[src/rtl/bin2bcd_seq.sv]
// Sequential binary-to-BCD converter using shift-and-add-3 (double dabble).
// One bit per cycle: W cycles of work, then a one-cycle done pulse.
module bin2bcd_seq #(
    parameter int W = 16,
    parameter int D = 5
) (
    input  logic           clk,
    input  logic           reset,
    input  logic           start,
    input  logic [W-1:0]   bin,
    output logic [4*D-1:0] bcd,
    output logic           ready,
    output logic           done_tick
);

    localparam int NW = $clog2(W + 1);

    typedef enum logic [1:0] {
        S_IDLE = 2'b00,
        S_OP   = 2'b01,
        S_DONE = 2'b10
    } state_t;

    state_t         state_q, state_d;
    logic [W-1:0]   sh_q, sh_d;
    logic [4*D-1:0] dig_q, dig_d;
    logic [4*D-1:0] adj;
    logic [NW-1:0]  n_q, n_d;
    logic [4*D-1:0] bcd_q, bcd_d;

    // Per-digit +3 correction ahead of the shift; no carry between digits.
    always_comb begin
        adj = dig_q;
        for (int i = 0; i < D; i++) begin
            if (dig_q[4*i +: 4] > 4'd4) begin
                adj[4*i +: 4] = dig_q[4*i +: 4] + 4'd3;
            end
        end
    end

    always_ff @(posedge clk or posedge reset) begin
        if (reset) begin
            state_q <= S_IDLE;
            sh_q    <= '0;
            dig_q   <= '0;
            n_q     <= '0;
            bcd_q   <= '0;
        end else begin
            state_q <= state_d;
            sh_q    <= sh_d;
            dig_q   <= dig_d;
            n_q     <= n_d;
            bcd_q   <= bcd_d;
        end
    end

    always_comb begin
        state_d = state_q;
        sh_d    = sh_q;
        dig_d   = dig_q;
        n_d     = n_q;
        bcd_d   = bcd_q;
        case (state_q)
            S_IDLE: begin
                if (start) begin
                    state_d = S_OP;
                    sh_d    = bin;
                    dig_d   = '0;
                    n_d     = NW'(W);
                end
            end
            S_OP: begin
                dig_d = {adj[4*D-2:0], sh_q[W-1]};
                sh_d  = sh_q << 1;
                n_d   = n_q - NW'(1);
                if (n_q == NW'(1)) begin
                    state_d = S_DONE;
                    bcd_d   = dig_d;
                end
            end
            S_DONE: begin
                state_d = S_IDLE;
            end
            default: begin
                state_d = S_IDLE;
            end
        endcase
    end

    assign ready     = (state_q == S_IDLE);
    assign done_tick = (state_q == S_DONE);
    assign bcd       = bcd_q;

endmodule

[config.mk]
export PLATFORM = sky130hd
export DESIGN_NAME = bin2bcd_seq
export DESIGN_NICKNAME = d
export VERILOG_FILES = /design/src/rtl/bin2bcd_seq.sv
export SDC_FILE = /design/constraint.sdc
export NUM_CORES = 1
export LEC_CHECK = 0
export CAP_MARGIN = 10
export CORE_ASPECT_RATIO = 1.1
export CORE_MARGIN = 2
export CORE_UTILIZATION = 38
export CTS_CLUSTER_DIAMETER = 200
export DETAILED_ROUTE_END_ITERATION = 10
export GPL_TIMING_DRIVEN = 0
export PLACE_DENSITY = 0.67
export SETUP_SLACK_MARGIN = 0.4
export SYNTH_ARGS = -nofsm -noshare
export SYNTH_HDL_FRONTEND = slang
export SYNTH_SLANG_ARGS = --single-unit
[constraint.sdc]
create_clock -name clk -period 1.9 [get_ports clk]
set_clock_uncertainty 0.1 [all_clocks]
set_input_delay 0.38 -clock clk [delete_from_list [all_inputs] [get_ports clk]]
set_output_delay 0.38 -clock clk [all_outputs]
set_load 0.01 [all_outputs]
# Word level (Yosys, flattened, before mapping)
# Index checks and enable logic that the tools add are counted.
[word_totals]
ff_bits = 63
latch_bits = 0
rom_bits = 0
in_bits = 19
mem_bits_rw = 0
elab_cells = 40
output_inout_bits = 22
n_memories = 0
[classes]
div_mod_pow = 0
eq_ne = 5
mux = 14
reduce_logical = 5
n_mul = 0
n_shift = 0
n_bitwise = 0
add_sub_neg = 6
order_cmp = 5
[op_table]
columns = ["op", "count"]
rows = [
  ["$pmux 20 s2", 1],
  ["$pmux 16 s2", 1],
  ["$gt 4x3->1 const B", 5],
  ["$mux 20", 1],
  ["$add 4x2->4 const B", 4],
  ["$mux 16", 1],
  ["$mux 4", 4],
  ["$pmux 5 s2", 1],
  ["$reduce_and 2->1", 3],
  ["$eq 5x1->1 const B", 1],
  ["$mux 5", 1],
  ["$sub 5x1->5 const B", 1],
  ["$mux 2", 2],
  ["$ne 2x2->1 const B", 2],
  ["$pmux 2 s2", 1],
  ["$add 3x2->3 const B", 1],
  ["$mux 3", 1],
  ["$eq 2x1->1 const B", 1],
  ["$eq 2x2->1 const B", 1],
  ["$logic_not 2->1", 1],
  ["$reduce_bool 2->1", 1],
]

# Depth between registers and ports, before layout
[depth]
ltp_word = 3
depth_mapped = 8
mapped_depth_nobuf = 6

# Worst setup path after synthesis
# Ideal clock, no wire load.
[synth_timing]
kind = "flip-flop to flip-flop"
startpoint = "register dig_q[12]"
endpoint = "register dig_q[14]"
stages_incl_launch_ff = 7
required_ns = 1.717
synth_period_minus_slack_ns = 1.543
setup_slack_ns = 0.357
setup_ns = 0.083
path_buffers = 0
arrival_ns = 1.361
path_cell_list = "dfrtp_1 -> inv_1 -> ha_1 -> inv_1 -> a21oi_1 -> mux2_2 -> o21ai_0"
[synth_between]
elab_chain_len = 3
elab_cells_between_ends = 4
cone_classes = "add/sub (1); order compare (1); mux (2)"
[synth_rtl]
columns = ["item", "line", "text"]
rows = [
  ["start: declaration", "26", "logic [4*D-1:0] dig_q, dig_d;"],
  ["start signal: assignment", "51", "dig_q <= dig_d;"],
  ["$add 4x2->4 / $gt 4x3->1 (equally long branches)", "36, 35", ""],
  ["$mux 4 (*)", "35", "if (dig_q[4*i +: 4] > 4'd4) begin"],
  ["$pmux 20 s2 (*)", "63", "case (state_q)"],
]
# Every way passes the cells marked *; elsewhere a longest branch is shown, timed or not.
# A chain may end at the register's enable or synchronous reset.

# Worst setup path in the final report
[layout_timing]
startpoint = "register state_q[1]"
endpoint = "output done_tick"
[layout_between]
elab_chain_len = 1
[layout_rtl]
columns = ["item", "line", "text"]
rows = [
  ["start: declaration", "24", "state_t state_q, state_d;"],
  ["start signal: assignment", "49", "state_q <= state_d;"],
  ["$eq 2x2->1", "91", "assign done_tick = (state_q == S_DONE);"],
  ["end: declaration", "13", "output logic done_tick"],
]
# No other way between the ends.

==> out/qor.csv <==
stage;metric;value;unit
cells_and_area;final_cell_mix;dfrtp_1 (61), buf_4 (37), o21ai_0 (24);
sta;period_needed;1.76;ns
hold_path;min_path_cells;2;
floorplanning;initial_core_util;39.0;%
sta;max_clock_freq;0.570;GHz
cells_and_area;final_common_cell;dfrtp_1;
sta;setup_tns;0;ns
logic_synthesis;syn_avg_cell_area;9.91;um^2
clock_tree;clock_latency;0.36;ns
route;drt-initial-drc-count;146;
logic_synthesis;synth_cell_type_count;29;
logic_synthesis;yosysSeqAreaShare;51.3;%
job;cap_violations;0;
sta;finalMaxSlewViolations;0;
logic_synthesis;synthCells;310;
clock_tree;h-tree-depth;3;
clock_tree;numCtsBuffers;9;
worst_setup_path;crit_fanout;3;
placement;place_congestion;0.778;
route;vias;2699;
clock_tree;path_clk_slew;0.07;ns
worst_setup_path;startpoint_type;flop;
logic_synthesis;synth_warnings;0;
route;drtPass1Iterations;4;
clock_tree;cts_hold_buf;0;
worst_setup_path;slowest_stage;dfrtp_1;
floorplanning;coreArea;7870;um^2
route;via_per_inst;5.19;
sta;relSlewSlack;46.5;%
cells_and_area;design_area;4620;um^2
logic_synthesis;synth_top_area_share;51.3;%
worst_setup_path;critical_path_arrival;1.28;ns
floorplanning;die_h;98.3;um
clock_tree;cts_tree;built;
global_route;grt_start_max_net_pins;37;
global_route;gr-total-overflow;0;
floorplanning;ios;41;
hold_path;hp-start;bcd[17]$_DFFE_PP0P_;
pwr;power;0.00814;W
pwr;switchingPower;0.00325;W
logic_synthesis;synth-edff-count;0;
logic_synthesis;synth_ff_type;dfrtp_1;
clock_tree;clock_path_buffers;2;
floorplanning;rows;34;
pwr;seq_power_share;31.4;%
route;wire_per_inst;16.0;um
route;route.detailed.drc;0;
logic_synthesis;syn_nets;341;
sta;fin_crit_sh;92.4;%
pwr;pwr-share-comb;56.1;%
cells_and_area;layout.nets;439;
global_route;grt_pass1_vias;2662;
pwr;p_leak;2.06;nW
sta;rsz0062_at_grt;true;
logic_synthesis;synth_area_leader_cell;dfrtp_1;
sta;finalSetupViolCount;0;
worst_setup_path;path_cells;buf_6 > clkbuf_16 > nor2b_1 > buf_2;
cells_and_area;area.growth.synth_to_final;50.3;%
hold_path;hold_path.class;reg -> reg;
cells_and_area;num_antenna_cells;0;
logic_synthesis;synth_area_leaders;dfrtp_1 (51%), o21ai_0 (9.0%), ha_1 (4.9%);
global_route;grt_pass1_wl;12700;um
sta;hold_viol;0;
logic_synthesis;async_reset_ff_share;100;%
clock_tree;clock_sinks;63;
floorplanning;dieWidth;89.7;um
logic_synthesis;synth_area;3070;um^2
pwr;ir_drop;0.730;mV
hold_path;hold_end;bcd[17]$_DFFE_PP0P_;
route;ant_nets;0;
pwr;p_int;0.00489;W
pwr;p_per_area;1760;nW/um^2
worst_setup_path;rrSetupSlack;0.15;ns
placement;dpl_cell_area;3650;um^2
worst_setup_path;r2r_end;n_q[3]$_DFFE_PP0P_;
worst_setup_path;worstPathRequired;1.42;ns
sta;tightest_slew;0.801;ns
global_route;track_usage;18.1;%
worst_setup_path;r2r_cells;7;
cells_and_area;drive_above_1_share;38.3;%
worst_setup_path;critPathKind;reg -> out;
global_route;antenna_found_initial;0;
pwr;swShare;39.9;%
placement;place.port_buffers;40;
floorplanning;die-area;8820;um^2
outcome;status;complete, no violations;
clock_tree;root_buffer;clkbuf_8;
placement;dp_hpwl;4480;um
cells_and_area;nFillCells;635;
pwr;clockPowerShare;12.5;%
worst_setup_path;critical_path.endpoint_type;output pin;
route;drt_wl_total;8310;um
worst_setup_path;r2r_start;state_q[1]$_DFFE_PP0P_;
worst_setup_path;cp_slowest_stage_delay;0.40;ns
logic_synthesis;synth_seq_cells;63;
==> final cells by class <==
class                   instances  area, um^2  area share (%)
flip-flops and latches         63        1580            34.2
repair buffers                 87         800            17.3
well taps                     108         135            2.93
clock inverters                 1        5.00           0.108
multi-input cells             213        1670            36.2
plain buffers                  15         185            4.01
clock buffers                  14         153            3.31
inverters                      19        87.6            1.90
==> per-stage QoR <==
| stage | setup WS, ns | utilization, % | cells | hold WS [ns] |
|---|---|---|---|---|
| 2_1_floorplan | 0.376 | - | 310 | 0.350 |
| 3_3_place_gp | -0.278 | 46.1 | 458 | 0.360 |
| 3_5_place_dp | -0.288 | 46.3 | 459 | 0.369 |
| 4_1_cts | 0.175 | 54.2 | 506 | 0.389 |
| 5_1_grt | 0.0836 | 58.7 | 520 | 0.425 |
| 6_report | 0.145 | 58.7 | 520 | 0.386 |
==> kinds of logic (layout without fill, tap and decap cells) <==
group / Yosys count / count (layout) / synth area share [%]
AO/OA/AOI/OAI: 110 / 110 / 20.2
XOR/XNOR: 5 / 5 / 1.43
adder cells (fa/ha/maj): 12 / 12 / 4.89
buffers and inverters: 34 / 136 / 4.89
flip-flops: 63 / 63 / 51.3
multiplexers: 12 / 12 / 4.44
AND/OR/NAND/NOR: 74 / 74 / 12.9
==> registers in the layout, indices dropped and copies added (netlist names) <==
| signal | count |
|---|---|
| dig_q | 20 |
| n_q | 5 |
| sh_q | 16 |
| state_q | 2 |
| bcd | 20 |
==> worst max-delay path by stage <==
| stage | from | end | slack [ns] | cells after the start |
|---|---|---|---|---|
| 2_1_floorplan | n_q[1]$_DFFE_PP0P_ | bcd[11]$_DFFE_PP0P_ | 0.38 | 6 |
| 3_3_place_gp | start | dig_q[15]$_DFFE_PP0P_ | -0.28 | 5 |
| 3_5_place_dp | start | dig_q[15]$_DFFE_PP0P_ | -0.29 | 5 |
| 4_1_cts | state_q[1]$_DFFE_PP0P_ | done_tick | 0.17 | 4 |
| 5_1_grt | n_q[1]$_DFFE_PP0P_ | bcd[7]$_DFFE_PP0P_ | 0.08 | 7 |
| 6_report | state_q[1]$_DFFE_PP0P_ | done_tick | 0.14 | 4 |
==> routing by layer <==
layer  global-route usage (%)  vias to the layer above  routed length, um
met2                     29.1                       79               4160
met4                     8.40                        0                185
met1                     22.7                     1323               3540
met5                        0                        -                  0
li1                         -                     1280                  -
met3                     5.17                       17                417
==> what timing repair did <==
action	4_1_cts	5_1_grt
resized for setup	121	105
setup endpoints to repair	80	76
buffers inserted	29	14
gates cloned	3	0
pin swaps	19	17
==> cells in the mapped netlist (2+ instances only) <==
cell and number:
nor3_1 7, a21oi_1 27, buf_2 6, nand2b_1 4, mux2i_1 2, clkbuf_1 7, a22o_1 7, nand3b_1 2
nor2b_1 22, nand2_1 30, xnor2_1 5, buf_6 2, nor2_1 4, mux2_2 9, inv_1 18, o21ai_1 4
ha_1 12, a21o_1 2, a22oi_1 14, dfrtp_1 63, o21ai_0 55
==> power by group through the flow <==
stage	sequential [W]	combinational, W	clock, W
2_1_floorplan	0.00245	0.00193	0
3_3_place_gp	0.00246	0.00281	0
3_5_place_dp	0.00247	0.00293	0
4_1_cts	0.00247	0.00362	0.00102
5_1_grt	0.00263	0.00499	0.00110
6_report	0.00255	0.00457	0.00102
==> critical path: cells and delay by family, from the launching register on <==
kind / cells / cell delay (ns)
and+or+nand+nor: 1 / 0.12
buffers and inverters: 3 / 0.40
DFF: 1 / 0.40
Power figures use the tool's default switching activity.
